$ cat src/rtl/dfp_arbiter_pkg.sv
// Shared memory-side types for the DFP line arbiter: FSM states, client ids and
// line geometry constants.
package dfp_arbiter_pkg;

    localparam int ADDR_WIDTH  = 32;
    localparam int LINE_WIDTH  = 256;
    localparam int OFFSET_BITS = 5;

    typedef enum logic [1:0] {
        IDLE = 2'd0,
        BUSY = 2'd1,
        RESP = 2'd2
    } arb_state_t;

    typedef enum logic {
        CLIENT_I = 1'b0,
        CLIENT_D = 1'b1
    } arb_client_t;

endpackage

$ cat src/rtl/dfp_arbiter_rr_pick2.sv
// Two-way round-robin picker: on contention, grants whichever client did not
// win last time. grant is an arb_client_t encoding (1 = D-cache).
module rr_pick2
    import dfp_arbiter_pkg::*;
(
    input  logic req_i,
    input  logic req_d,
    input  logic last_grant,
    output logic grant_valid,
    output logic grant
);

    // NOTE: every always_comb output gets a default first so no path can infer a latch.
    always_comb begin
        grant_valid = req_i | req_d;
        grant       = req_d;
        if (req_i && req_d) begin
            grant = (arb_client_t'(last_grant) == CLIENT_I);
        end
    end

endmodule

$ cat src/rtl/dfp_arbiter.sv
// Arbitrates the I-cache and D-cache line ports onto the single DFP line
// interface, holding the granted request until the deserializer responds.
module dfp_arbiter
    import dfp_arbiter_pkg::*;
#(
    parameter int ADDR_WIDTH  = dfp_arbiter_pkg::ADDR_WIDTH,
    parameter int LINE_WIDTH  = dfp_arbiter_pkg::LINE_WIDTH,
    parameter int OFFSET_BITS = dfp_arbiter_pkg::OFFSET_BITS
) (
    input  logic                  clk,
    input  logic                  rst,
    input  logic [ADDR_WIDTH-1:0] i_addr,
    input  logic                  i_read,
    output logic [LINE_WIDTH-1:0] i_rdata,
    output logic                  i_resp,
    input  logic [ADDR_WIDTH-1:0] d_addr,
    input  logic                  d_read,
    input  logic                  d_write,
    input  logic [LINE_WIDTH-1:0] d_wdata,
    output logic [LINE_WIDTH-1:0] d_rdata,
    output logic                  d_resp,
    output logic [ADDR_WIDTH-1:0] m_addr,
    output logic                  m_read,
    output logic                  m_write,
    output logic [LINE_WIDTH-1:0] m_wdata,
    input  logic [LINE_WIDTH-1:0] m_rdata,
    input  logic                  m_resp
);

    localparam logic [ADDR_WIDTH-1:0] ADDR_MASK =
        {{(ADDR_WIDTH-OFFSET_BITS){1'b1}}, {OFFSET_BITS{1'b0}}};

    arb_state_t            state_q, state_d;
    arb_client_t           owner_q, owner_d;
    arb_client_t           last_grant_q, last_grant_d;
    logic [ADDR_WIDTH-1:0] addr_q, addr_d;
    logic [LINE_WIDTH-1:0] wdata_q, wdata_d;
    logic                  m_read_q, m_read_d;
    logic                  m_write_q, m_write_d;
    logic [LINE_WIDTH-1:0] i_rdata_q, i_rdata_d;
    logic [LINE_WIDTH-1:0] d_rdata_q, d_rdata_d;
    logic                  i_resp_q, i_resp_d;
    logic                  d_resp_q, d_resp_d;

    logic pick_valid;
    logic pick_grant;
    logic grant_write;

    rr_pick2 u_pick (
        .req_i       (i_read),
        .req_d       (d_read | d_write),
        .last_grant  (last_grant_q),
        .grant_valid (pick_valid),
        .grant       (pick_grant)
    );

    // A D request with both d_read and d_write set is served as a write.
    assign grant_write = pick_grant & d_write;

    always_comb begin
        state_d      = state_q;
        owner_d      = owner_q;
        last_grant_d = last_grant_q;
        addr_d       = addr_q;
        wdata_d      = wdata_q;
        m_read_d     = m_read_q;
        m_write_d    = m_write_q;
        i_rdata_d    = i_rdata_q;
        d_rdata_d    = d_rdata_q;
        i_resp_d     = 1'b0;
        d_resp_d     = 1'b0;

        unique case (state_q)
            IDLE: begin
                if (pick_valid) begin
                    owner_d      = arb_client_t'(pick_grant);
                    last_grant_d = arb_client_t'(pick_grant);
                    addr_d       = (pick_grant ? d_addr : i_addr) & ADDR_MASK;
                    wdata_d      = grant_write ? d_wdata : '0;
                    m_read_d     = ~grant_write;
                    m_write_d    = grant_write;
                    state_d      = BUSY;
                end
            end
            BUSY: begin
                if (m_resp) begin
                    if (!m_write_q) begin
                        if (owner_q == CLIENT_I) i_rdata_d = m_rdata;
                        else                     d_rdata_d = m_rdata;
                    end
                    m_read_d  = 1'b0;
                    m_write_d = 1'b0;
                    i_resp_d  = (owner_q == CLIENT_I);
                    d_resp_d  = (owner_q == CLIENT_D);
                    state_d   = RESP;
                end
            end
            // The client still holds its request during RESP, so nothing is sampled here.
            RESP:    state_d = IDLE;
            default: state_d = IDLE;
        endcase
    end

    // NOTE: sequential state uses non-blocking assignments so every flop samples pre-edge values.
    always_ff @(posedge clk) begin
        if (rst) begin
            state_q      <= IDLE;
            owner_q      <= CLIENT_I;
            last_grant_q <= CLIENT_D;
            addr_q       <= '0;
            wdata_q      <= '0;
            m_read_q     <= 1'b0;
            m_write_q    <= 1'b0;
            i_rdata_q    <= '0;
            d_rdata_q    <= '0;
            i_resp_q     <= 1'b0;
            d_resp_q     <= 1'b0;
        end else begin
            state_q      <= state_d;
            owner_q      <= owner_d;
            last_grant_q <= last_grant_d;
            addr_q       <= addr_d;
            wdata_q      <= wdata_d;
            m_read_q     <= m_read_d;
            m_write_q    <= m_write_d;
            i_rdata_q    <= i_rdata_d;
            d_rdata_q    <= d_rdata_d;
            i_resp_q     <= i_resp_d;
            d_resp_q     <= d_resp_d;
        end
    end

    assign m_addr  = addr_q;
    assign m_wdata = wdata_q;
    assign m_read  = m_read_q;
    assign m_write = m_write_q;
    assign i_rdata = i_rdata_q;
    assign d_rdata = d_rdata_q;
    assign i_resp  = i_resp_q;
    assign d_resp  = d_resp_q;

    always_ff @(posedge clk) begin
        if (!rst) begin
            a_d_op_legal: assert (!(state_q == IDLE && d_read && d_write))
                else $warning("dfp_arbiter: d_read and d_write both set, served as write");
            a_resp_in_busy: assert (!(m_resp && state_q != BUSY))
                else $warning("dfp_arbiter: m_resp outside BUSY ignored");
        end
    end

endmodule
$ cat config.mk
export PLATFORM = sky130hd
export DESIGN_NAME = dfp_arbiter
export DESIGN_NICKNAME = d
export VERILOG_FILES = /design/src/rtl/dfp_arbiter_pkg.sv /design/src/rtl/dfp_arbiter_rr_pick2.sv /design/src/rtl/dfp_arbiter.sv
export SDC_FILE = /design/constraint.sdc
export NUM_CORES = 2
export LEC_CHECK = 0
export CAP_MARGIN = 5
export CORE_AREA = 4 4 533 535
export DETAILED_ROUTE_END_ITERATION = 10
export DIE_AREA = 0 0 537 539
export PLACE_DENSITY_LB_ADDON = 0.15
export SYNTH_ARGS = -nofsm -noshare
export SYNTH_HDL_FRONTEND = slang
export SYNTH_SLANG_ARGS = --single-unit
$ cat constraint.sdc
create_clock -name clk -period 2.22 [get_ports clk]
set_input_delay 0.666 -clock clk [delete_from_list [all_inputs] [get_ports clk]]
set_output_delay 0.666 -clock clk [all_outputs]
set_load 0.05 [all_outputs]
# --- Word level (Yosys, flattened, before mapping) ---
# Index checks and enable logic that the tools add are counted.
word_totals:
  input_bits: 582
  ff_bits: 803
  output_inout_bits: 804
classes:
  bitwise_logic: 9
  n_eq_ne: 3
  muxes: 11
  n_reduce_logical: 9
op_table:
  columns: ["op", "n"]
  rows:
  - ["256-bit two-way mux", 1]
  - ["32-bit two-way mux", 1]
  - ["4-bit AND reduction", 2]
  - ["1-bit NOT", 6]
  - ["1-bit two-way mux", 4]
  - ["2-bit two-way mux", 2]
  - ["2-bit != test, second input constant", 2]
  - ["1-bit case mux with 2 select lines", 2]
  - ["2-bit case mux with 2 select lines", 1]
  - ["2-bit AND reduction", 2]
  - ["3-bit AND reduction", 1]
  - ["3-bit OR reduction", 1]
  - ["2-bit by 1-bit equality test with 1-bit output, second input constant", 1]
  - ["2-bit logical NOT", 1]
  - ["1-bit OR", 2]
  - ["2-bit nonzero test", 1]
  - ["1-bit AND", 1]
  - ["1-bit logical AND", 1]

# --- Longest topological paths before layout ---
logic_depth:
  word_depth: 7
  depth_mapped: 7

# --- Modules after synthesis ---
# From an unflattened synthesis, not the netlist that was laid out.
unflattened:
  hier_cells: 2662
  area_unflattened_um2: 30100.1
modules_own_cells:
  columns: ["mod", "cells_per_inst", "area_per_inst_um2", "instances"]
  rows:
  - ["dfp_arbiter", 2660, 30086.4, 1]
  - ["rr_pick2", 2, 13.8, 1]

# --- Least setup slack after synthesis ---
# Ideal clock, no wire load.
synth_path:
  path_type: "input to register"
  from: "input port rst"
  to: "register wdata_q[209], in the netlist m_wdata[209]"
  path_buffers: 5
  required_ns: 2.088
  slack_ns: 0.315
  stages: 6
  setup_time_ns: 0.132
  arrival_time_ns: 1.772
  cell_sequence: "clkbuf_1 buf_2 buf_2 clkbuf_1 clkbuf_1 a21oi_1"
synth_rtl:
  columns: ["element", "line_no", "source"]
  rows:
  - ["start, declared", "dfp_arbiter.sv:11", "input logic rst,"]
  - ["end signal, assigned", "dfp_arbiter.sv:123", "wdata_q <= wdata_d;"]
  - ["end, declared", "dfp_arbiter.sv:37", "logic [LINE_WIDTH-1:0] wdata_q, wdata_d;"]
# No word-level cell between the ends.

# --- Final worst setup path ---
layout_path:
  from: "register wdata_q[141], in the netlist m_wdata[141]"
  to: "output port m_wdata[141]"
layout_rtl:
  columns: ["element", "line_no", "source"]
  rows:
  - ["end, declared", "dfp_arbiter.sv:25", "output logic [LINE_WIDTH-1:0] m_wdata,"]
# No word-level cell between the ends.

==> results.toml <==
[logic_synthesis]
postSynthRegisterBits = 803
number_of_distinct_library_cells_after_synthesis = 30
synth_top_cell_area_share_pct = 50.1
seq_area_frac_synth_pct = 50.1
post_synth_main_area_contributors = "dfxtp_1 50%, mux2i_1 16%, nand2b_1 15%, a21oi_1 4.5%, nand3_1 4.0%"
yosys_warnings = 0
synth.avg_cell_area_um2 = 9.75
synthesis.area_um2 = 32100
synth_area_leader_cell = "dfxtp_1"
synthesis.instances = 3294

[placed_design]
place.detailed.hpwl_um = 148000
placement.io_buffers = 1370
gpl.final_weighted_congestion = 0.784

[timing]
final.setup_skew_ns = 0.0385
timing.setup.tns_ns = 0
relSlewSlack_pct = 56.3
worst_pin_slew_ns = 0.655
finalWorstPathRequiredPeriod_ns = 2.11
rsz0062_at_grt = "false"
fin_hold_ws_ns = 0.183
final_setup_viols = 0
final-hold-violation-count = 0
final_min_period_over_clock_period_pct = 94.8
finalMaxSlewViolations = 0
max_clock_freq_mhz = 475

[route]
antenna_violating_nets_post_route = 0
drtPass1Iterations = 5
avgViaCountPerCell = 3.45
met2RoutedLength_um = 91700
routed_length_on_met3_um = 20700
initialDrtViolationCount = 1117
route.detailed.drc = 0
routed.top_layer = "met5"
routed_wl_um = 187000
detail_route.wirelength.met1_um = 68400
wl_per_cell_um = 22.0
num_vias = 29330

[global_route]
grt_pass1_wl_um = 254000
grt_pass1_vias = 30720
grt.overflow.total = 0
grt_use_total_pct = 12.3
pin_count_of_the_biggest_net_entering_global_routing = 74
antenna_found_initial = 71

[critical_path]
setup.worst_path.end_class = "output port"
worst-r2r-setup-slack_ns = 0.37
critical_path.top_delay_family = "flip-flops"
worst_setup_path_startpoint = "m_wdata[141]"
endpoint = "m_wdata[141]"
timing.setup.critical_path_class = "register to output port"
crit_arrival_ns = 1.44
crit_path_cell_trace = "buf_6"
cp.required_ns = 1.55
slowest_delay_ns = 0.43
regToRegEndpoint = "d_rdata[12]"
worst-path-stages = 1
worst_r2r_startpoint = "state_q[0]"
worstPathMaxFanout = 2
critical_path.n_buffers_inverters = 1
critPathSlowestCell = "dfxtp_1"
startpoint_type = "register"
timing.reg2reg.worst_path_depth = 5

[cts]
cts_tree = "done"
clk_pin_slew_ns = 0.06
cts_hold_buffers = 0
cts-buffers-inserted = 116
root_buffer_cell = "clkbuf_16"
clock-sinks = 803
h-tree-depth = 3
clk-insertion-delay-late_ns = 0.81
cts_buffer_depth = 4

[power]
gate_power_share_pct = 18.4
p_switching_mw = 12.6
peakVddDrop_mv = 0.586
fin_total_pwr_mw = 41.7
powerDensity_nw_per_um2 = 787
power_frac_clock_pct = 44.7
switching_share_of_power_pct = 30.3
total_leakage_power_nw = 21.6
p_int_mw = 29.0
pwr-share-seq_pct = 37.0

[status]
outcome = "finished clean"

[job]
drv.max_cap_violation_count = 0

[layout]
layout.nets = 5245
drive_above_1_share_pct = 24.9
syn2layout_area_growth_pct = 64.9

[floorplanning]
start_util_pct = 11.5
dieHeight_um = 539
fp-row-count = 194
core_um2 = 279000
die_w_um = 537
ios = 1386
total_die_area_um2 = 289000

[hold_path]
worst_hold_path_type = "input port to register"
-- repair_timing --
item	CTS	global route
gates resized for setup	875	0
setup buffers	0	0
setup endpoints to repair	191	0
-- synthesized netlist by cell type, drive strengths merged --
cell type / count
a311oi: 27
or2: 1
buf: 98
nand3: 257
mux2i: 512
and2: 1
o2bb2ai: 1
or3: 1
conb: 1
clkbuf: 209
a2bb2oi: 1
nand2: 57
nand3b: 2
a221oi: 1
a211oi: 1
nand2b: 768
o21ai: 258
dfxtp: 803
or3b: 2
o211ai: 1
nor3: 3
a21oi: 286
nor2: 3
-- cells by family (layout without fill, tap and decap cells) --
logic type / Yosys count / after routing / share of synthesized area, %
AOI/OAI and AO/OA: 576 / 576 / 9.40
buffers and inverters: 307 / 1759 / 4.60
DFF: 803 / 803 / 50.1
muxes: 512 / 512 / 16.0
other: 1 / 26 / 0.0117
and+or+nand+nor: 1095 / 1095 / 20.0
-- per-layer routing --
metal  vias to the layer above  global-route usage, %
met5                         -                 0.0167
met1                     13835                   12.7
li1                      14014                      -
met4                        96                   4.28
met3                       312                   6.00
met2                      1073                   21.4
-- worst min path at each step --
stage                      start            to  slack (ns)  cells past startpoint
floorplan                owner_q        i_resp        0.44                      1
global placement     i_rdata[41]   i_rdata[41]        0.46                      2
detailed placement  i_rdata[247]  i_rdata[247]        0.46                      2
CTS                      d_write        m_read        0.08                      2
global route             d_write        m_read        0.11                      2
finish                   d_write        m_read        0.18                      2
-- cell usage in the layout (no fill, tap or decap), drive strengths merged, types with 2 or more instances in the layout --
| master | count |
|---|---|
| nand3 | 257 |
| bufinv | 3 |
| conb | 5 |
| mux2i | 512 |
| or3b | 2 |
| nand3b | 2 |
| clkbuf | 184 |
| buf | 985 |
| nor3 | 3 |
| clkinv | 10 |
| a21oi | 286 |
| inv | 5 |
| nand2 | 57 |
| diode | 21 |
| clkdlybuf4s50 | 569 |
| nand2b | 768 |
| nor2 | 3 |
| clkinvlp | 3 |
| o21ai | 258 |
| dfxtp | 803 |
| a311oi | 27 |
-- layout make-up --
type                       instances  area (um2)
fill                           30934      226000
clock inverter                    21         248
sequential                       803       16100
tap                             3724        4660
antenna                           21        52.6
multi-input combinational       2188       14600
clock buffer                     184        3510
timing repair buffer            1554       13800
-- worst register-to-register path, cell delays in order, from the launching register on --
cell and delay (ns):
dfxtp_1 0.49, nand3b_4 0.15, or3b_4 0.47, buf_12 0.20, buf_4 0.28, mux2i_1 0.14
-- per-stage QoR --
| stage | util (%) | instances | area (um2) | setup WS, ns |
|---|---|---|---|---|
| 6_report | 19.0 | 8495 | 53000 | 0.115 |
| 5_1_grt | 19.0 | 8486 | 52900 | 0.000719 |
| 4_1_cts | 19.0 | 8474 | 52900 | -0.0246 |
| 3_5_place_dp | 17.8 | 8269 | 49700 | -0.363 |
| 3_3_place_gp | 17.8 | 8269 | 49700 | -0.362 |
| 2_1_floorplan | - | 3298 | 32100 | 0.315 |
-- power groups by stage --
| stage | clock network [mW] | registers (mW) | logic (mW) |
|---|---|---|---|
| floorplan | 0 | 17.7 | 2.05 |
| global placement | 0 | 15.7 | 7.92 |
| detailed placement | 0 | 15.7 | 7.91 |
| CTS | 19.6 | 15.4 | 7.85 |
| global route | 20.0 | 15.5 | 8.11 |
| finish | 18.6 | 15.4 | 7.66 |
-- sequential cells by signal, indices dropped and copies added, names as in the netlist, 2 cells and up --
name     flops
state_q      2
m_wdata    256
d_rdata    256
i_rdata    256
m_addr      27
(Power assumes the default switching activity.)
